## src/rtl/acc_requant_stage.sv

```systemverilog
// acc_requant_stage: accumulates signed MAC partial sums until a last-beat
// marker, then requantizes the total with a runtime scale and shift
// (round half up), saturates it to signed 8 bits and hands it downstream
// over a valid/ready handshake. Every output is driven straight from a flop.
module acc_requant_stage #(
  parameter int ACC_W   = 32,
  parameter int SUM_W   = 36,
  parameter int SCALE_W = 8
) (
  input  logic               clk,
  input  logic               rst,
  input  logic               in_valid,
  output logic               in_ready,
  input  logic [ACC_W-1:0]   acc_in,
  input  logic               in_last,
  input  logic [SCALE_W-1:0] scale,
  input  logic [4:0]         shift,
  output logic               out_valid,
  input  logic               out_ready,
  output logic [7:0]         data_out,
  output logic               out_sat
);

  localparam int PROD_W = SUM_W + SCALE_W + 1;
  localparam logic signed [SUM_W-1:0] SUM_MAX = {1'b0, {(SUM_W-1){1'b1}}};
  localparam logic signed [SUM_W-1:0] SUM_MIN = {1'b1, {(SUM_W-1){1'b0}}};
  localparam logic signed [PROD_W:0]  RES_MAX = (PROD_W+1)'(127);
  localparam logic signed [PROD_W:0]  RES_MIN = (PROD_W+1)'(-128);

  typedef enum logic [1:0] {ACC, MUL, RND, OUT} state_t;

  state_t                    r_state;
  state_t                    w_nextState;

  logic signed [SUM_W-1:0]   r_sum;
  logic signed [SUM_W-1:0]   r_total;
  logic [SCALE_W-1:0]        r_scale;
  logic [4:0]                r_shift;
  logic signed [PROD_W-1:0]  r_prod;
  logic                      r_inReady;
  logic                      r_outValid;
  logic                      r_outSat;
  logic [7:0]                r_dataOut;

  logic                      w_accept;
  logic signed [SUM_W:0]     w_sumWide;
  logic signed [SUM_W-1:0]   w_sumSat;
  logic signed [PROD_W-1:0]  w_prod;
  logic signed [PROD_W:0]    w_half;
  logic signed [PROD_W:0]    w_rounded;
  logic signed [PROD_W:0]    w_shifted;
  logic [7:0]                w_clamped;
  logic                      w_clampSat;

  assign w_accept  = in_valid && r_inReady;
  assign w_sumWide = {r_sum[SUM_W-1], r_sum}
                   + {{(SUM_W+1-ACC_W){acc_in[ACC_W-1]}}, acc_in};
  assign w_prod    = PROD_W'(r_total) * PROD_W'($signed({1'b0, r_scale}));
  assign w_rounded = {r_prod[PROD_W-1], r_prod} + w_half;
  assign w_shifted = w_rounded >>> r_shift;

  // Saturating accumulator add: one guard bit detects overflow, then pin to the rail
  always_comb begin
    w_sumSat = w_sumWide[SUM_W-1:0];
    if (w_sumWide[SUM_W] != w_sumWide[SUM_W-1]) begin
      w_sumSat = w_sumWide[SUM_W] ? SUM_MIN : SUM_MAX;
    end
  end

  // Rounding bias of half an LSB of the shifted result, none when shift is 0
  always_comb begin
    w_half = '0;
    if (r_shift != 5'd0) begin
      w_half = {{PROD_W{1'b0}}, 1'b1} << (r_shift - 5'd1);
    end
  end

  // Clamp the rounded result into signed 8 bits and flag any clipping
  always_comb begin
    w_clamped  = w_shifted[7:0];
    w_clampSat = 1'b0;
    if (w_shifted > RES_MAX) begin
      w_clamped  = 8'h7F;
      w_clampSat = 1'b1;
    end else if (w_shifted < RES_MIN) begin
      w_clamped  = 8'h80;
      w_clampSat = 1'b1;
    end
  end

  // Next-state logic: accumulate, multiply, round, then hold until taken
  always_comb begin
    w_nextState = r_state;
    case (r_state)
      ACC:     if (w_accept && in_last) w_nextState = MUL;
      MUL:     w_nextState = RND;
      RND:     w_nextState = OUT;
      OUT:     if (out_ready) w_nextState = ACC;
      default: w_nextState = ACC;
    endcase
  end

  // State register
  always_ff @(posedge clk) begin
    if (rst) r_state <= ACC;
    else     r_state <= w_nextState;
  end

  // Datapath and registered outputs; in_ready is precomputed from the next state
  always_ff @(posedge clk) begin
    if (rst) begin
      r_sum      <= '0;
      r_total    <= '0;
      r_scale    <= '0;
      r_shift    <= '0;
      r_prod     <= '0;
      r_inReady  <= 1'b1;
      r_outValid <= 1'b0;
      r_dataOut  <= '0;
      r_outSat   <= 1'b0;
    end else begin
      r_inReady <= (w_nextState == ACC);
      case (r_state)
        ACC: begin
          if (w_accept) begin
            if (in_last) begin
              r_total <= w_sumSat;
              r_scale <= scale;
              r_shift <= shift;
              r_sum   <= '0;
            end else begin
              r_sum   <= w_sumSat;
            end
          end
        end
        MUL: r_prod <= w_prod;
        RND: begin
          r_dataOut  <= w_clamped;
          r_outSat   <= w_clampSat;
          r_outValid <= 1'b1;
        end
        OUT: if (out_ready) r_outValid <= 1'b0;
        default: ;
      endcase
    end
  end

  assign in_ready  = r_inReady;
  assign out_valid = r_outValid;
  assign data_out  = r_dataOut;
  assign out_sat   = r_outSat;

endmodule
```

## config.mk

```make
export PLATFORM = sky130hd
export DESIGN_NAME = acc_requant_stage
export DESIGN_NICKNAME = d
export VERILOG_FILES = /design/src/rtl/acc_requant_stage.sv
export SDC_FILE = /design/constraint.sdc
export NUM_CORES = 1
export LEC_CHECK = 0
export CAP_MARGIN = 20
export CORE_ASPECT_RATIO = 0.7
export CORE_UTILIZATION = 30
export CTS_CLUSTER_SIZE = 14
export DETAILED_ROUTE_END_ITERATION = 7
export PLACE_DENSITY = 0.53
export SETUP_SLACK_MARGIN = 0.1
export SLEW_MARGIN = 20
export SYNTH_ARGS = -nofsm -noshare
export SYNTH_HDL_FRONTEND = slang
export SYNTH_SLANG_ARGS = --single-unit
```

## constraint.sdc

```tcl
create_clock -name clk -period 8 [get_ports clk]
set_clock_uncertainty 0.15 [all_clocks]
set_input_delay 1.6 -clock clk [delete_from_list [all_inputs] [get_ports clk]]
set_output_delay 1.6 -clock clk [all_outputs]
set_load 0.005 [all_outputs]
```

---- Yosys cells after proc, flatten, opt, wreduce, memory -nomap -nowiden ----
Index checks and enable logic that the tools add are counted.
storage, ports and cells
  register bits ........................... 143
  output and inout bits ................... 11
  logic and storage cells ................. 45
cells by class
  add/subtract/negate cells ............... 3
  $mul .................................... 1
  $lt $le $gt $ge ......................... 2
  eq/ne operators ......................... 5
  shifts and indexed selects .............. 2
  mux-type cells .......................... 13
  reductions and logical operators ........ 9
operator list
  operator                                                                       count
  36-bit 2-to-1 mux                                                              3
  46-bit adder                                                                   1
  46-bit by 8-bit > comparator with 1-bit output, second input constant          1
  46-bit by 8-bit less-than comparator with 1-bit output, second input constant  1
  46-bit 2-to-1 mux                                                              1
  1-bit by 5-bit << shifter with 46-bit output, first input constant             1
  46-bit by 5-bit >>> shifter with 46-bit output                                 1
  36-bit by 9-bit multiplier with 45-bit output                                  1
  36-bit by 32-bit adder with 37-bit output                                      1
  8-bit 2-to-1 mux                                                               2
  2-bit case mux with 4 select lines                                             1
  5-bit nonzero test                                                             1
  5-bit by 1-bit subtractor with 5-bit output, second input constant             1
  2-bit == test, second input constant                                           2
  2-bit logical NOT                                                              2
  2-bit 2-to-1 mux                                                               2
  2-bit AND reduction                                                            2
  1-bit 2-to-1 mux                                                               3
  3-bit AND reduction                                                            1
  2-bit by 1-bit == test with 1-bit output, second input constant                1
  1-bit logical AND                                                              2
  2-bit != test, second input constant                                           1
  1-bit case mux with 2 select lines                                             1
  2-bit nonzero test                                                             1
  1-bit != test                                                                  1

---- Depth between registers and ports, before layout ----
  depth after elaboration ................. 8
  gate-level depth with buffers ........... 28

---- Worst setup path before layout ----
Ideal clock, no wire load.
  path type ............................... reg2reg
  start ................................... register r_shift[4]
  end ..................................... register r_dataOut[6], in the netlist data_out[6]
  setup time .............................. 0.117 ns
  data arrival time ....................... 6.022 ns
  setup slack ............................. 1.711 ns
  stages on the path, launching flop included .. 24
  buffers on the path ..................... 6
  clock period less this slack ............ 6.289 ns
  cells stage by stage .................... dfxtp_1 > clkbuf_1 > buf_1 > clkbuf_1 > buf_1 > nand2_1 > nor2_1 > ha_1 > clkbuf_1 > nand2_1 > nor3_1 > nand2_1 > a211o_1 > and2_4 > o41a_1 > xnor2_1 > mux4_2 > mux2_2 > a21oi_1 > a21oi_1 > or4_1 > or4b_1 > buf_2 > a32o_1
between the ends
  longest elaborated chain between the ends .. 8
  elaborated cells between the ends (all ways) .. 10
  classes of those cells .................. add/sub (2); order compare (2); shift (2); mux (3); reduce/logical (1)
RTL lines
  what                                                    line  RTL
  start, declared                                         38    logic [4:0] r_shift;
  start signal, assigned                                  129   r_shift <= shift;
  5-bit by 1-bit subtractor with 5-bit output             74    w_half = {{PROD_W{1'b0}}, 1'b1} << (r_shift - 5'd1);
  1-bit by 5-bit << shifter with 46-bit output            74
  46-bit 2-to-1 mux                                       73    if (r_shift != 5'd0) begin
  46-bit adder                                            59    assign w_rounded = {r_prod[PROD_W-1], r_prod} + w_half;
  46-bit by 5-bit >>> shifter with 46-bit output (*)      60    assign w_shifted = w_rounded >>> r_shift;
  46-bit by 8-bit less-than comparator with 1-bit output  85    end else if (w_shifted < RES_MIN) begin
  8-bit 2-to-1 mux                                        85
  8-bit 2-to-1 mux (*)                                    82    if (w_shifted > RES_MAX) begin
  end signal, assigned                                    138   r_dataOut <= w_clamped;
  end, declared                                           43    logic [7:0] r_dataOut;
Mark *: on every way between the ends. The rest lies on a longest branch, timed or not.
A chain may end at the register's enable or synchronous reset.

---- Worst setup path in the final report ----
  start ................................... register r_scale[2]
  end ..................................... register r_prod[44]
between the ends
  longest elaborated chain between the ends .. 1
RTL lines
  what                                           line  RTL
  start, declared                                37    logic [SCALE_W-1:0] r_scale;
  start signal, assigned                         128   r_scale <= scale;
  36-bit by 9-bit multiplier with 45-bit output  58    assign w_prod = PROD_W'(r_total) * PROD_W'($signed({1'b0, r_scale}));
  end signal, assigned                           136   MUL: r_prod <= w_prod;
  end, declared                                  39    logic signed [PROD_W-1:0] r_prod;
Every way passes these cells.

==> metrics.md <==
| Metric | Value |
|---|---|
| Die area | `77,840 um^2` |
| CTS tree | `yes` |
| DR DRC count | `0` |
| P_sw | `slightly below 1 mW` |
| Initial Util | `a little under a third` |
| Max stage delay on crit path | `~0.77 ns` |
| First drt pass iteration count | `6` |
| Mapped Nets | `3,405` |
| Critical R2R Launch | `r_scale[2]` |
| Final Hold Fails | `0` |
| Slew at the pin closest to its max-slew limit | `1.085 ns` |
| Clock power frac | `between 30% and 40%` |
| RR Endpoint | `r_prod[44]` |
| Syn Inst Count | `2,973` |
| Final worst slack | `slightly below 0.9 ns` |
| Share of post-route cells with drive strength above 1 | `6.267%` |
| Arr. time, crit path | `7.32 ns` |
| Routability Congestion | `0.9503` |
| H-tree depth | `4` |
| Synth top area cells | `fa_1 (19%), dfxtp_1 (12%), ha_1 (8.6%), nand2_1 (6.6%), and2_1 (5.5%)` |
| Overall power | `2.525 mW` |
| DP Cell Count | `3,925` |
| Clk_lat worst skew | `0.49 ns` |
| Clock Path Buffers | `2` |
| Most frequent cells in the layout | `nand2_1 (402), inv_1 (315), fa_1 (224)` |
| Reg2reg setup slack | `0.89 ns` |
| Nature of the critical path endpoint | `register` |
| Commonest non-fill, non-tap cell in the layout | `nand2_1` |
| DP HPWL | `between 50,000 and 60,000 um` |
| Rows | `84` |
| Die Wd | `~330 um` |
| CTS sink cnt | `~140` |
| Slowest-stage cell, CP | `dfxtp_1` |
| VDD IR max | `0.1653 mV` |
| Levels on crit path | `24` |
| Routed len/inst | `17.53 um` |
| Top_reg_cell synth | `dfxtp_1` |
| Routed Antenna Nets | `0` |
| Synth warn | `0` |
| Reg2Reg Depth | `24` |
| Yosys top cell area share | `19.49%` |
| Area post-placement | `~25,000 um^2` |
| FILL cells | `8,064` |
| Syn Area/Cell | `7.741 um^2` |
| Mapped Area | `23,010 um^2` |
| Die height | `roughly 230 um` |
| Setup violators final | `0` |
| Sequential fraction of design power | `33.7%` |
| Bufs and invs on worst path | `3` |
| Total vias in the final route | `approximately 21,000` |
| Period utilization | `between 80% and 90%` |
| Fmax | `0.1407 GHz` |
| Max_slew headroom | `27.52%` |
| Ys async rst share | `0%` |
| Post-CTS Setup Inserts | `0` |
| Combinational share of power | `31.8%` |
| Int Power | `1.544 mW` |
| Largest area contributor in the netlist | `fa_1` |
| Post-synth EDFFs | `0` |
| Status | `completed` |
| Worst-path cell chain | `nand2_1 > fa_1 > inv_1 > fa_1 > ha_1 > inv_1 > fa_1 > inv_1 > ha_1 > nor2b_1 > o21ai_0 > a21boi_0 > o31ai_1 > a31oi_1 > a221o_1 > a211oi_1 > nor3_1 > o31ai_1 > o21ai_0 > nand2_1 > a21oi_1 > a21oi_1 > nand3_1 > o311a_1` |
| Largest net degree at the start of global routing | `65` |
| RSZ-0062 raised after global routing | `no` |
| Worst min-delay path class | `reg -> reg` |
| FF+latch count, synth | `143` |
| Vias in the first global route | `19,880` |
| Sw Share | `38.84%` |
| Worst setup SP type | `register` |
| Ant. Diodes | `0` |
| Final cell count without fillers | `between 3,000 and 4,000` |
| Root buf cell | `clkbuf_16` |
| Critical Path Sink | `r_prod[44]` |
| Clk slew on worst S/H paths | `0.07 ns` |
| Max Cap Viol | `0` |
| Total track usage | `18.27%` |
| Post_cts resized | `0` |
| Nets | `between 3,000 and 4,000` |
| Post-synthesis sequential area ratio | `between 10 and 15%` |
| Vias per cell | `between 5 and 6` |
| Setup tns final | `0 ns` |
| Pins over their slew limit | `0` |
| WL final | `69,380 um` |
| Gr ovfl total | `0` |
| Core area | `75,460 um^2` |
| Initial DRC count | `1,870` |
| Top Family by Delay on Critical Path | `compound AO/OA/AOI/OAI gates` |
| Initial antenna violation count | `2` |
| P&R area growth vs syn | `10.07%` |
| First-pass GRT wire length | `113,400 um` |
| P per Cell Area | `99.69 nW/um^2` |
| Min Tclk post-route | `roughly 7 ns` |
| Number of port buffers | `60` |
| # IOs | `approximately 60` |
| Hold Buf Count CTS | `0` |
| Leak | `between 10 and 15 nW` |
| Fin area | `~25,000 um^2` |
| Critical-path maximum fanout | `18` |
| Unique masters post-synth | `99` |
| WP data required | `8.21 ns` |
| CP Class | `reg -> reg` |
| Pre-CTS setup slack | `0.9651 ns` |
| CTS buffer count | `17` |
| Critical Path Start | `r_scale[2]` |
==> metrics by stage <==
stage,utilization (%),hold WS (ns)
final,33.57,0.3093
after global routing,33.57,0.3330
after floorplan,-,0.2791
after global placement,32.74,0.2906
after CTS,33.56,0.3095
after detailed placement,32.74,0.3001
==> Yosys cell counts (8+ instances only) <==
cell type  number
clkbuf_1      124
a21o_1         46
or2_2          11
a31oi_1        19
nor2_1        215
buf_1          17
nand2_1       402
o22ai_1         9
nor4_1          9
a211oi_1       40
nor3_1         57
o2111ai_1       8
xnor2_1        67
o21bai_1       13
ha_1          158
and2_1        203
o21ai_0       128
o31ai_1        23
and3_1         23
mux2_2         12
mux2i_1        44
nor2b_1        10
fa_1          224
a32o_1          8
a2111oi_0       8
buf_2          16
or3_1          22
a21oi_1       191
nand2b_1       21
dfxtp_1       143
nand4_1        25
inv_1         315
o21a_1         24
xor2_1         34
nand3_1        66
a22o_1         22
o211ai_1       17
mux4_2         17
==> worst min-delay path, delay by kind of cell (launching register included) <==
family	cells	cell delay, ns
compound gates	1	0.05
flops	1	0.31
simple gates	1	0.05
==> cells by family (layout without fill, tap and decap cells) <==
kind of cell,Yosys count,after routing,share of synthesized area [%]
AO/OA/AOI/OAI,694,694,20.52
XOR/XNOR,101,101,3.844
adder cells (fa/ha/maj),383,383,28.12
buffers and inverters,477,472,7.954
flip-flops,143,143,12.44
multiplexers,74,74,4.214
other,1,1,0.01629
AND/OR/NAND/NOR,1100,1100,22.89
==> worst min-delay path by stage <==
stage / from / cells past startpoint / end / slack (ns)
final: r_prod[17] / 2 / r_prod[17] / 0.31
after global routing: r_prod[27] / 2 / r_prod[27] / 0.33
after CTS: r_prod[17] / 2 / r_prod[17] / 0.31
after detailed placement: r_sum[34] / 2 / r_sum[34] / 0.30
after global placement: r_sum[32] / 2 / r_sum[32] / 0.29
after floorplan: r_sum[0] / 2 / r_sum[0] / 0.28
==> flip-flops by register name (all words and copies together) (netlist names) <==
signal,flops
r_state,2
in_ready,1
r_total,36
r_prod,45
out_valid,1
r_shift,5
out_sat,1
data_out,8
r_sum,36
r_scale,8
==> routing by layer <==
metal  GRT usage [%]  vias up  share of wire (%)
met5               0        -              0.019
met4           3.427        2                1.2
met3           4.308       48                7.8
met2           25.35      645                 39
met1           28.14    10050                 52
li1                -    10130                  -
==> layout make-up <==
class                      count  area [um^2]  area share, %
tap                          989         1237          4.885
timing repair buffer         125         1086          4.287
clock buffer                  17        425.4          1.679
inverter                     315         1182          4.668
multi-input combinational   2353        18340          72.41
clock inverter                15        190.2         0.7508
sequential                   143         2867          11.32
==> power by group through the flow <==
stage | Combinational [mW] | Clock [mW] | Sequential (mW)
global placement | 0.796 | 0 | 0.869
global route | 0.891 | 0.927 | 0.863
detailed placement | 0.792 | 0 | 0.870
floorplan | 0.561 | 0 | 0.816
finish | 0.804 | 0.869 | 0.852
CTS | 0.796 | 0.898 | 0.853
Note: power is estimated with default switching activity, not from simulation.
